===== config.mk =====
export PLATFORM = sky130hd
export DESIGN_NAME = slc3_control
export DESIGN_NICKNAME = d
export VERILOG_FILES = /design/src/rtl/slc3_pkg.sv /design/src/rtl/slc3_control.sv
export SDC_FILE = /design/constraint.sdc
export NUM_CORES = 1
export LEC_CHECK = 0
export ABC_CLOCK_PERIOD_IN_PS = 3000
export CAP_MARGIN = 20
export CORE_ASPECT_RATIO = 1.25
export CORE_UTILIZATION = 25
export DETAILED_ROUTE_END_ITERATION = 6
export PLACE_DENSITY = 0.49
export SYNTH_ARGS = -nofsm -noshare
export SYNTH_HDL_FRONTEND = slang
export SYNTH_SLANG_ARGS = --single-unit

===== constraint.sdc =====
create_clock -name Clk -period 3 [get_ports Clk]
set_clock_uncertainty 0.2 [all_clocks]
set_input_delay 0.6 -clock Clk [delete_from_list [all_inputs] [get_ports Clk]]
set_output_delay 0.6 -clock Clk [all_outputs]
set_load 0.05 [all_outputs]

===== src/rtl/slc3_pkg.sv =====
// Shared definitions for the SLC-3 control unit and datapath: FSM state type,
// opcode constants, mux/ALU select encodings and the per-state control word.
package slc3_pkg;

  typedef enum logic [4:0] {
    StHalted,
    StFetch1,
    StFetch2A,
    StFetch2B,
    StFetch2C,
    StFetch3,
    StDecode,
    StAdd,
    StAnd,
    StNot,
    StBr,
    StBrTaken,
    StJmp,
    StJsr,
    StJsrReg,
    StJsrOff,
    StLdr1,
    StLdr2A,
    StLdr2B,
    StLdr2C,
    StLdr3,
    StStr1,
    StStr2,
    StStr3A,
    StStr3B,
    StStr3C,
    StPause1,
    StPause2
  } state_e;

  // Opcodes (IR[15:12])
  localparam logic [3:0] OpBr    = 4'b0000;
  localparam logic [3:0] OpAdd   = 4'b0001;
  localparam logic [3:0] OpJsr   = 4'b0100;
  localparam logic [3:0] OpAnd   = 4'b0101;
  localparam logic [3:0] OpLdr   = 4'b0110;
  localparam logic [3:0] OpStr   = 4'b0111;
  localparam logic [3:0] OpNot   = 4'b1001;
  localparam logic [3:0] OpJmp   = 4'b1100;
  localparam logic [3:0] OpPause = 4'b1101;

  // PC source
  localparam logic [1:0] PcmuxInc   = 2'b00;
  localparam logic [1:0] PcmuxBus   = 2'b01;
  localparam logic [1:0] PcmuxAdder = 2'b10;

  // Address adder, second operand
  localparam logic [1:0] Addr2Zero  = 2'b00;
  localparam logic [1:0] Addr2Off6  = 2'b01;
  localparam logic [1:0] Addr2Off9  = 2'b10;
  localparam logic [1:0] Addr2Off11 = 2'b11;

  // ALU function
  localparam logic [1:0] AlukAdd   = 2'b00;
  localparam logic [1:0] AlukAnd   = 2'b01;
  localparam logic [1:0] AlukNot   = 2'b10;
  localparam logic [1:0] AlukPassA = 2'b11;

  // Single-bit selects
  localparam logic Addr1Pc  = 1'b0;
  localparam logic Addr1Sr1 = 1'b1;
  localparam logic DrIr119  = 1'b0;
  localparam logic DrR7     = 1'b1;
  localparam logic Sr1Ir119 = 1'b0;
  localparam logic Sr1Ir86  = 1'b1;

  // Control word; sr2_ir5 marks states where SR2MUX follows IR[5]
  typedef struct packed {
    logic       ld_mar;
    logic       ld_mdr;
    logic       ld_ir;
    logic       ld_ben;
    logic       ld_cc;
    logic       ld_reg;
    logic       ld_pc;
    logic       ld_led;
    logic       gate_pc;
    logic       gate_mdr;
    logic       gate_alu;
    logic       gate_marmux;
    logic       sr2_ir5;
    logic       addr1mux;
    logic       drmux;
    logic       sr1mux;
    logic       mem_oe;
    logic       mem_we;
    logic [1:0] pcmux;
    logic [1:0] addr2mux;
    logic [1:0] aluk;
  } ctrl_t;

  // Moore output decode: everything not listed for a state stays zero.
  function automatic ctrl_t state_ctrl(state_e s);
    ctrl_t c;
    c = '0;
    case (s)
      StFetch1: begin
        c.gate_pc = 1'b1;
        c.ld_mar  = 1'b1;
        c.ld_pc   = 1'b1;
        c.pcmux   = PcmuxInc;
      end
      StFetch2A, StFetch2B, StLdr2A, StLdr2B: c.mem_oe = 1'b1;
      StFetch2C, StLdr2C: begin
        c.mem_oe = 1'b1;
        c.ld_mdr = 1'b1;
      end
      StFetch3: begin
        c.gate_mdr = 1'b1;
        c.ld_ir    = 1'b1;
      end
      StDecode: c.ld_ben = 1'b1;
      StAdd, StAnd: begin
        c.sr1mux   = Sr1Ir86;
        c.sr2_ir5  = 1'b1;
        c.aluk     = (s == StAnd) ? AlukAnd : AlukAdd;
        c.gate_alu = 1'b1;
        c.ld_reg   = 1'b1;
        c.ld_cc    = 1'b1;
      end
      StNot: begin
        c.sr1mux   = Sr1Ir86;
        c.aluk     = AlukNot;
        c.gate_alu = 1'b1;
        c.ld_reg   = 1'b1;
        c.ld_cc    = 1'b1;
      end
      StBrTaken: begin
        c.addr1mux = Addr1Pc;
        c.addr2mux = Addr2Off9;
        c.pcmux    = PcmuxAdder;
        c.ld_pc    = 1'b1;
      end
      StJmp, StJsrReg: begin
        c.sr1mux   = Sr1Ir86;
        c.addr1mux = Addr1Sr1;
        c.addr2mux = Addr2Zero;
        c.pcmux    = PcmuxAdder;
        c.ld_pc    = 1'b1;
      end
      StJsr: begin
        c.gate_pc = 1'b1;
        c.drmux   = DrR7;
        c.ld_reg  = 1'b1;
      end
      StJsrOff: begin
        c.addr1mux = Addr1Pc;
        c.addr2mux = Addr2Off11;
        c.pcmux    = PcmuxAdder;
        c.ld_pc    = 1'b1;
      end
      StLdr1, StStr1: begin
        c.sr1mux      = Sr1Ir86;
        c.addr1mux    = Addr1Sr1;
        c.addr2mux    = Addr2Off6;
        c.gate_marmux = 1'b1;
        c.ld_mar      = 1'b1;
      end
      StLdr3: begin
        c.gate_mdr = 1'b1;
        c.ld_reg   = 1'b1;
        c.ld_cc    = 1'b1;
      end
      StStr2: begin
        c.sr1mux   = Sr1Ir119;
        c.aluk     = AlukPassA;
        c.gate_alu = 1'b1;
        c.ld_mdr   = 1'b1;
      end
      StStr3A, StStr3B, StStr3C: c.mem_we = 1'b1;
      StPause1: c.ld_led = 1'b1;
      default: ;
    endcase
    return c;
  endfunction

endpackage


===== src/rtl/slc3_control.sv =====
// SLC-3 control unit: Moore FSM sequencing fetch, decode and execute.
// The control word is registered alongside the state (decoded from the state
// being entered), so outputs track the current state with no decode glitches
// and drop to zero the instant Reset is asserted.
module slc3_control
  import slc3_pkg::*;
(
  input  logic       Clk,
  input  logic       Reset,
  input  logic       Run,
  input  logic       Continue,
  input  logic [3:0] Opcode,
  input  logic       IR_5,
  input  logic       IR_11,
  input  logic       BEN,
  output logic       LD_MAR,
  output logic       LD_MDR,
  output logic       LD_IR,
  output logic       LD_BEN,
  output logic       LD_CC,
  output logic       LD_REG,
  output logic       LD_PC,
  output logic       LD_LED,
  output logic       GatePC,
  output logic       GateMDR,
  output logic       GateALU,
  output logic       GateMARMUX,
  output logic       SR2MUX,
  output logic       ADDR1MUX,
  output logic       DRMUX,
  output logic       SR1MUX,
  output logic       Mem_OE,
  output logic       Mem_WE,
  output logic [1:0] PCMUX,
  output logic [1:0] ADDR2MUX,
  output logic [1:0] ALUK
);

  state_e state_q, state_d;
  ctrl_t  ctrl_q, ctrl_d;

  // Next-state selection
  always_comb begin
    state_d = state_q;
    unique case (state_q)
      StHalted:  state_d = Run ? StFetch1 : StHalted;
      StFetch1:  state_d = StFetch2A;
      StFetch2A: state_d = StFetch2B;
      StFetch2B: state_d = StFetch2C;
      StFetch2C: state_d = StFetch3;
      StFetch3:  state_d = StDecode;
      StDecode: begin
        case (Opcode)
          OpAdd:   state_d = StAdd;
          OpAnd:   state_d = StAnd;
          OpNot:   state_d = StNot;
          OpBr:    state_d = StBr;
          OpJmp:   state_d = StJmp;
          OpJsr:   state_d = StJsr;
          OpLdr:   state_d = StLdr1;
          OpStr:   state_d = StStr1;
          OpPause: state_d = StPause1;
          default: state_d = StFetch1;
        endcase
      end
      StBr:      state_d = BEN ? StBrTaken : StFetch1;
      StJsr:     state_d = IR_11 ? StJsrOff : StJsrReg;
      StLdr1:    state_d = StLdr2A;
      StLdr2A:   state_d = StLdr2B;
      StLdr2B:   state_d = StLdr2C;
      StLdr2C:   state_d = StLdr3;
      StStr1:    state_d = StStr2;
      StStr2:    state_d = StStr3A;
      StStr3A:   state_d = StStr3B;
      StStr3B:   state_d = StStr3C;
      StPause1:  state_d = Continue ? StPause2 : StPause1;
      StPause2:  state_d = Continue ? StPause2 : StFetch1;
      StAdd, StAnd, StNot, StBrTaken, StJmp, StJsrReg, StJsrOff, StLdr3, StStr3C:
        state_d = StFetch1;
      default:   state_d = StHalted;
    endcase
  end

  // Control word for the state being entered; LD_LED only on entry to PAUSE1
  always_comb begin
    ctrl_d = state_ctrl(state_d);
    if (state_q == StPause1) begin
      ctrl_d.ld_led = 1'b0;
    end
  end

  // State register and registered control word
  always_ff @(posedge Clk or negedge Reset) begin
    if (!Reset) begin
      state_q <= StHalted;
      ctrl_q  <= '0;
    end else begin
      state_q <= state_d;
      ctrl_q  <= ctrl_d;
    end
  end

  assign LD_MAR     = ctrl_q.ld_mar;
  assign LD_MDR     = ctrl_q.ld_mdr;
  assign LD_IR      = ctrl_q.ld_ir;
  assign LD_BEN     = ctrl_q.ld_ben;
  assign LD_CC      = ctrl_q.ld_cc;
  assign LD_REG     = ctrl_q.ld_reg;
  assign LD_PC      = ctrl_q.ld_pc;
  assign LD_LED     = ctrl_q.ld_led;
  assign GatePC     = ctrl_q.gate_pc;
  assign GateMDR    = ctrl_q.gate_mdr;
  assign GateALU    = ctrl_q.gate_alu;
  assign GateMARMUX = ctrl_q.gate_marmux;
  // Register vs. immediate operand is picked straight from IR[5]
  assign SR2MUX     = ctrl_q.sr2_ir5 & IR_5;
  assign ADDR1MUX   = ctrl_q.addr1mux;
  assign DRMUX      = ctrl_q.drmux;
  assign SR1MUX     = ctrl_q.sr1mux;
  assign Mem_OE     = ctrl_q.mem_oe;
  assign Mem_WE     = ctrl_q.mem_we;
  assign PCMUX      = ctrl_q.pcmux;
  assign ADDR2MUX   = ctrl_q.addr2mux;
  assign ALUK       = ctrl_q.aluk;

endmodule


Word level (Yosys, flattened, before mapping)
Memories as Yosys holds them, arrays and structs flattened.
Index checks and enable logic that the tools add are counted.
{"block": "word_totals", "ff_bits": 29, "romBits": 80, "in_bits": 11, "output_inout_bits": 24, "word_cells": 122, "n_memories": 1}
{"memory": "(no name shown)", "words": 16, "width": 5, "rd": 1, "rd_ports_with_merged_regs": 0, "write_ports": 0, "line": "slc3_control.sv:53", "text": "case (Opcode)"}
{"block": "op_classes", "n_eq_ne": 52, "n_mux": 29, "bitwise": 1, "reduce_logical": 17}
{"operator": "5-bit equality test, second input constant", "count": 23}
{"operator": "5-bit case mux with 20 select lines", "count": 1}
{"operator": "5-bit by 4-bit equality test with 1-bit output, second input constant", "count": 15}
{"operator": "5-bit by 3-bit equality test with 1-bit output, second input constant", "count": 8}
{"operator": "1-bit two-way mux", "count": 23}
{"operator": "5-bit by 2-bit equality test with 1-bit output, second input constant", "count": 4}
{"operator": "4-bit OR reduction", "count": 4}
{"operator": "2-bit case mux with 3 select lines", "count": 2}
{"operator": "5-bit by 1-bit equality test with 1-bit output, second input constant", "count": 2}
{"operator": "5-bit OR reduction", "count": 2}
{"operator": "3-bit OR reduction", "count": 3}
{"operator": "9-bit OR reduction", "count": 1}
{"operator": "2-bit OR reduction", "count": 4}
{"operator": "7-bit OR reduction", "count": 1}
{"operator": "6-bit OR reduction", "count": 1}
{"operator": "5-bit logical NOT", "count": 1}
{"operator": "5-bit two-way mux", "count": 1}
{"operator": "4-bit two-way mux", "count": 1}
{"operator": "2-bit two-way mux", "count": 1}
{"operator": "1-bit bitwise AND", "count": 1}

Depth between registers and ports, before layout
Gate-level depths: netlist of run 1.
{"block": "logic_depth", "word_depth": 6, "ltp_mapped": 12, "mapped_depth_nobuf": 10}

Worst setup path after synthesis of run 1
OpenSTA, ideal clock, no wires.
{"block": "synth_timing", "kind": "input to register", "from": "in Opcode[1]", "to": "reg ctrl_q, in the netlist LD_MDR", "setup_ns": 0.075, "arrival_ns": 2.701, "required_time_ns": 2.725, "path_slack_ns": 0.024, "path_stages": 10, "n_path_buf": 0, "cell_sequence": "inv_1 -> ha_1 -> nor2b_1 -> o21ai_0 -> and3_1 -> nor4_4 -> inv_4 -> or4_4 -> o21a_1 -> o21ai_2"}
{"element": "start: declaration", "line": "slc3_control.sv:12", "text": "input logic [3:0] Opcode,"}
{"element": "end signal: assignment", "line": "slc3_control.sv:99", "text": "ctrl_q <= ctrl_d;"}
{"element": "end: declaration", "line": "slc3_control.sv:40", "text": "ctrl_t ctrl_q, ctrl_d;"}

==> out/results.md, run 1 <==
| Stage | Result | This run |
|---|---|---|
| yosys | Flip-flop and latch count after synthesis | 28 |
| clock tree | CTS buffer count | 3 |
| clock tree | TritonCTS clock tree | yes |
| timing | Maximum clock frequency | 347 MHz |
| floorplanning | Starting density of the core | 0.263 |
| clock tree | Root buf cell | clkbuf_8 |
| routing | Antenna-violating nets left | 0 |
| floorplanning | Num ports | 35 |
| yosys | Top cells by area in the synthesized netlist | dfrtp_1 (42%), a21oi_1 (3.6%), nor2_1 (3.6%) |
| floorplanning | Total Die Area | 6940 µm² |
| setup path | Slowest library cell on the worst path | or4_4 |
| timing | Hold Fails Final Rpt | 0 |
| finish | Share of final-layout standard cells stronger than drive strength 1 | 0.231 |
| timing | Number of pins exceeding their max-slew limit in the final report | 0 |
| global route | GR Util All Layers | 0.126 |
| setup path | Largest delay share family, worst path | simple AND/OR/NAND/NOR gates |
| yosys | Number of distinct library cell variants in the gate-level netlist after synthesis | 55 |
| global route | Number of antenna violations at the first check in global routing | 0 |
| finish | Number of nets in the final layout | 253 |
| routing | Wirelength per Cell | 12.5 µm |
| setup path | Slowest cell delay on critical path | 0.51 ns |
| routing | Avg Vias per Cell | 4.59 |
| yosys | Post-Syn Nets | 196 |
| timing | Final Critical Period | 2.88 ns |
| routing | First DRT Iteration DRCs | 103 |
| setup path | Endpoint of the lowest-slack register-to-register path | LD_MDR |
| place | Placer Congestion | 0.759 |
| setup path | Worst setup startpoint | Opcode[1] |
| yosys | Ys async rst share | 1.00 |
| finish | Number of non-filler instances in the completed layout | 323 |
| routing | Wirelength, routed | 4.03 mm |
| floorplanning | Number of rows created at floorplan | 32 |
| timing | Worst-Margin Slew | 0.569 ns |
| yosys | Average cell area after synthesis | 9.08 µm² |
| yosys | Most frequently used flop master after synthesis | dfrtp_1 |
| routing | Via count of the routed design | 1483 |
| timing | Crit share post-route | 0.962 |
| setup path | Required time at the endpoint of the critical path | 3.00 ns |
| yosys | Number of flops mapped to enable cells by yosys | 0 |
| place | Place WS | -0.276 ns |
| setup path | Depth of the most critical reg-to-reg path | 8 |
| global route | First-pass GRT wire length | 6.80 mm |
| setup path | Arrival time reported for the critical path endpoint | 2.89 ns |
| finish | Area added between synthesis and finish | 40.8% |
| floorplanning | Core box area | 6290 µm² |
| pwr | Design Power | 2.46 mW |
| setup path | Setup slack of the most critical reg-to-reg path | 0.38 ns |
| place | Final HPWL DP | 3.08 mm |
| floorplanning | Die Y | 92.9 µm |
| setup path | CP Max Fanout | 2 |
| setup path | Kind of capture point of the worst setup path | flop |
| timing | Final Hold Slack | 0.498 ns |
| floorplanning | Die width | 74.7 µm |
| yosys | Instance count of the mapped netlist | 182 |
| pwr | Max VDD drop | 0.000322 V |
| timing | Slew Limit Headroom | 0.618 |
| place | Post-placement cell area | 2240 µm² |
| status | Run status | finished clean |
| pwr | Power density relative to cell area | 1060 nW/µm² |
| setup path | Category of the critical setup timing path | in2reg |
| finish | Antenna cells | 0 |
| timing | Final setup violating endpoints | 0 |
| setup path | Cell chain of the critical path | clkdlybuf4s50_1 -> inv_1 -> ha_1 -> nor2b_2 -> o21ai_0 -> and3_1 -> nor4_4 -> inv_4 -> or4_4 -> o21a_1 -> o21ai_2 |
| yosys | Post-synthesis cell type with the largest combined area | dfrtp_1 |
| setup path | Setup crit start kind | input port |
| clock tree | CTS clk-pin slew, worst paths | 0.09 ns |
| setup path | CP bufs+invs | 3 |
| routing | Pre-Repair DR Iteration Count | 4 |
| global route | Vias in the first global route | 1426 |
| yosys | Most frequent cells after synthesis | dfrtp_1 (28), nor2_1 (16), nand2_1 (14), a21oi_1 (12), o21ai_0 (11) |
| flow run | Total of max-cap violations | 0 |
| finish | Number of fillers in the final layout | 665 |
| clock tree | Clock insertion delay at the later pin of the skew report | 0.27 ns |
| clock tree | Number of buffers on the longest clock path | 2 |
| timing | Least setup slack across all paths after layout | 0.115 ns |
| pwr | Leak | 1.03 nW |
| global route | Largest net degree at the start of global routing | 29 |
| finish | Area of all placed cells without fillers | 2330 µm² |
| clock tree | CTS HTree Levels | 1 |
| clock tree | CTS sink cnt | 28 |
| yosys | Top cell type's share of synthesized area | 0.424 |
| clock tree | Count of hold-fix buffers inserted at cts | 0 |
| yosys | Top-count cell post-synth | dfrtp_1 |
| setup path | End point of the critical path | LD_MDR |
| min path | Type of the worst min-delay path | in2async |
| place | PortBufs | 33 |
| global route | Overflow left after global routing | 0 |
| setup path | Critical Path Stages | 11 |
| setup path | Worst reg2reg startpoint | state_q[4] |
| routing | Post-route DRC | 0 |
| yosys | Fraction of the yosys area taken by sequential cells | 0.424 |
| place | Placed cell count | 318 |
| yosys | Number of warning messages in the yosys log | 0 |
| yosys | Cell area after synthesis | 1650 µm² |
how the worst min path moves through the flow:
| stage | startpoint | to | slack (ns) | cells after the start |
|---|---|---|---|---|
| finish | Reset | SR1MUX | 0.50 | 2 |
| global route | Reset | SR1MUX | 0.53 | 2 |
| CTS | Reset | LD_BEN | 0.51 | 2 |
| detailed placement | state_q[4] | LD_LED | 0.53 | 2 |
| global placement | state_q[4] | LD_LED | 0.53 | 2 |
| floorplan | Reset | ADDR1MUX | 0.10 | 0 |
flip-flops by register name, summed over array words and instances, names as in the netlist:
register	count
ctrl_q	1
ADDR2MUX	2
LD_IR	1
GateALU	1
DRMUX	1
ADDR1MUX	1
GatePC	1
GateMARMUX	1
Mem_WE	1
LD_REG	1
LD_BEN	1
LD_MDR	1
LD_PC	1
GateMDR	1
LD_MAR	1
state_q	5
LD_LED	1
SR1MUX	1
Mem_OE	1
PCMUX	1
LD_CC	1
ALUK	2
per-layer routing:
metal,track usage,part of all wire,up-vias
li1,-,-,754
met1,0.156,0.45,697
met2,0.227,0.52,30
met3,0.00979,0.021,2
met4,0.0330,0.0079,0
met5,0,0,-
per-stage QoR:
step                TNS, ns  utilization
finish                    0        0.370
detailed placement    -2.74        0.357
global placement      -2.14        0.357
floorplan                 0            -
CTS                       0        0.365
global route        -0.0494        0.370
kinds of logic after synthesis:
family	after synthesis	share of synthesized area
simple gates	69	0.238
fa+ha+maj	3	0.0227
other cells	1	0.00227
mux	1	0.00606
compound gates	51	0.204
buf+inv	27	0.0916
xor+xnor	2	0.0106
flops	28	0.424
power breakdown:
group | internal [mW] | total (mW) | switching (mW)
Sequential | 0.475 | 0.560 | 0.0846
Combinational | 0.725 | 1.68 | 0.954
Clock | 0.117 | 0.226 | 0.108
area by class of cell:
| cell class | count | area (µm²) | area share |
|---|---|---|---|
| clock buffers | 4 | 55.1 | 0.0237 |
| multi-input cells | 127 | 821 | 0.353 |
| flip-flops and latches | 28 | 701 | 0.301 |
| well taps | 85 | 106 | 0.0457 |
| inverters | 9 | 36.3 | 0.0156 |
| repair buffers | 70 | 608 | 0.261 |
cell usage in the layout, fill, tap and decap left out, types with 3 or more instances in the layout:
cell type,n
buf_4,38
clkdlybuf4s50_1,31
dfrtp_1,28
nor2_1,15
nand2_1,14
o21ai_0,11
a21oi_1,10
inv_1,8
nand3_1,5
nor3_1,4
a22oi_1,4
clkbuf_8,4
nor2b_1,3
and3_1,3
nand3b_1,3
nand2b_1,3
o31ai_1,3
ha_1,3
worst register-to-register path: stages, from the launching register on:
cell	delay (ns)
dfrtp_1	0.51
buf_4	0.23
o31a_1	0.30
o211a_1	0.25
nor4_4	0.29
inv_4	0.04
or4_4	0.51
o21a_1	0.13
o21ai_2	0.09
timing repair:
action / 4_1_cts / 5_1_grt
setup buffers: 0 / 1
setup endpoints to repair: 0 / 13
gates resized for setup: 0 / 7
(Power assumes the default switching activity.)
==> inputs of run 2 (changes only) <==
CTS_CLUSTER_SIZE = 40   (was unset)
==> results of run 2 <==
Same layout as run 1: the final DEF is identical, and so are final timing and power.
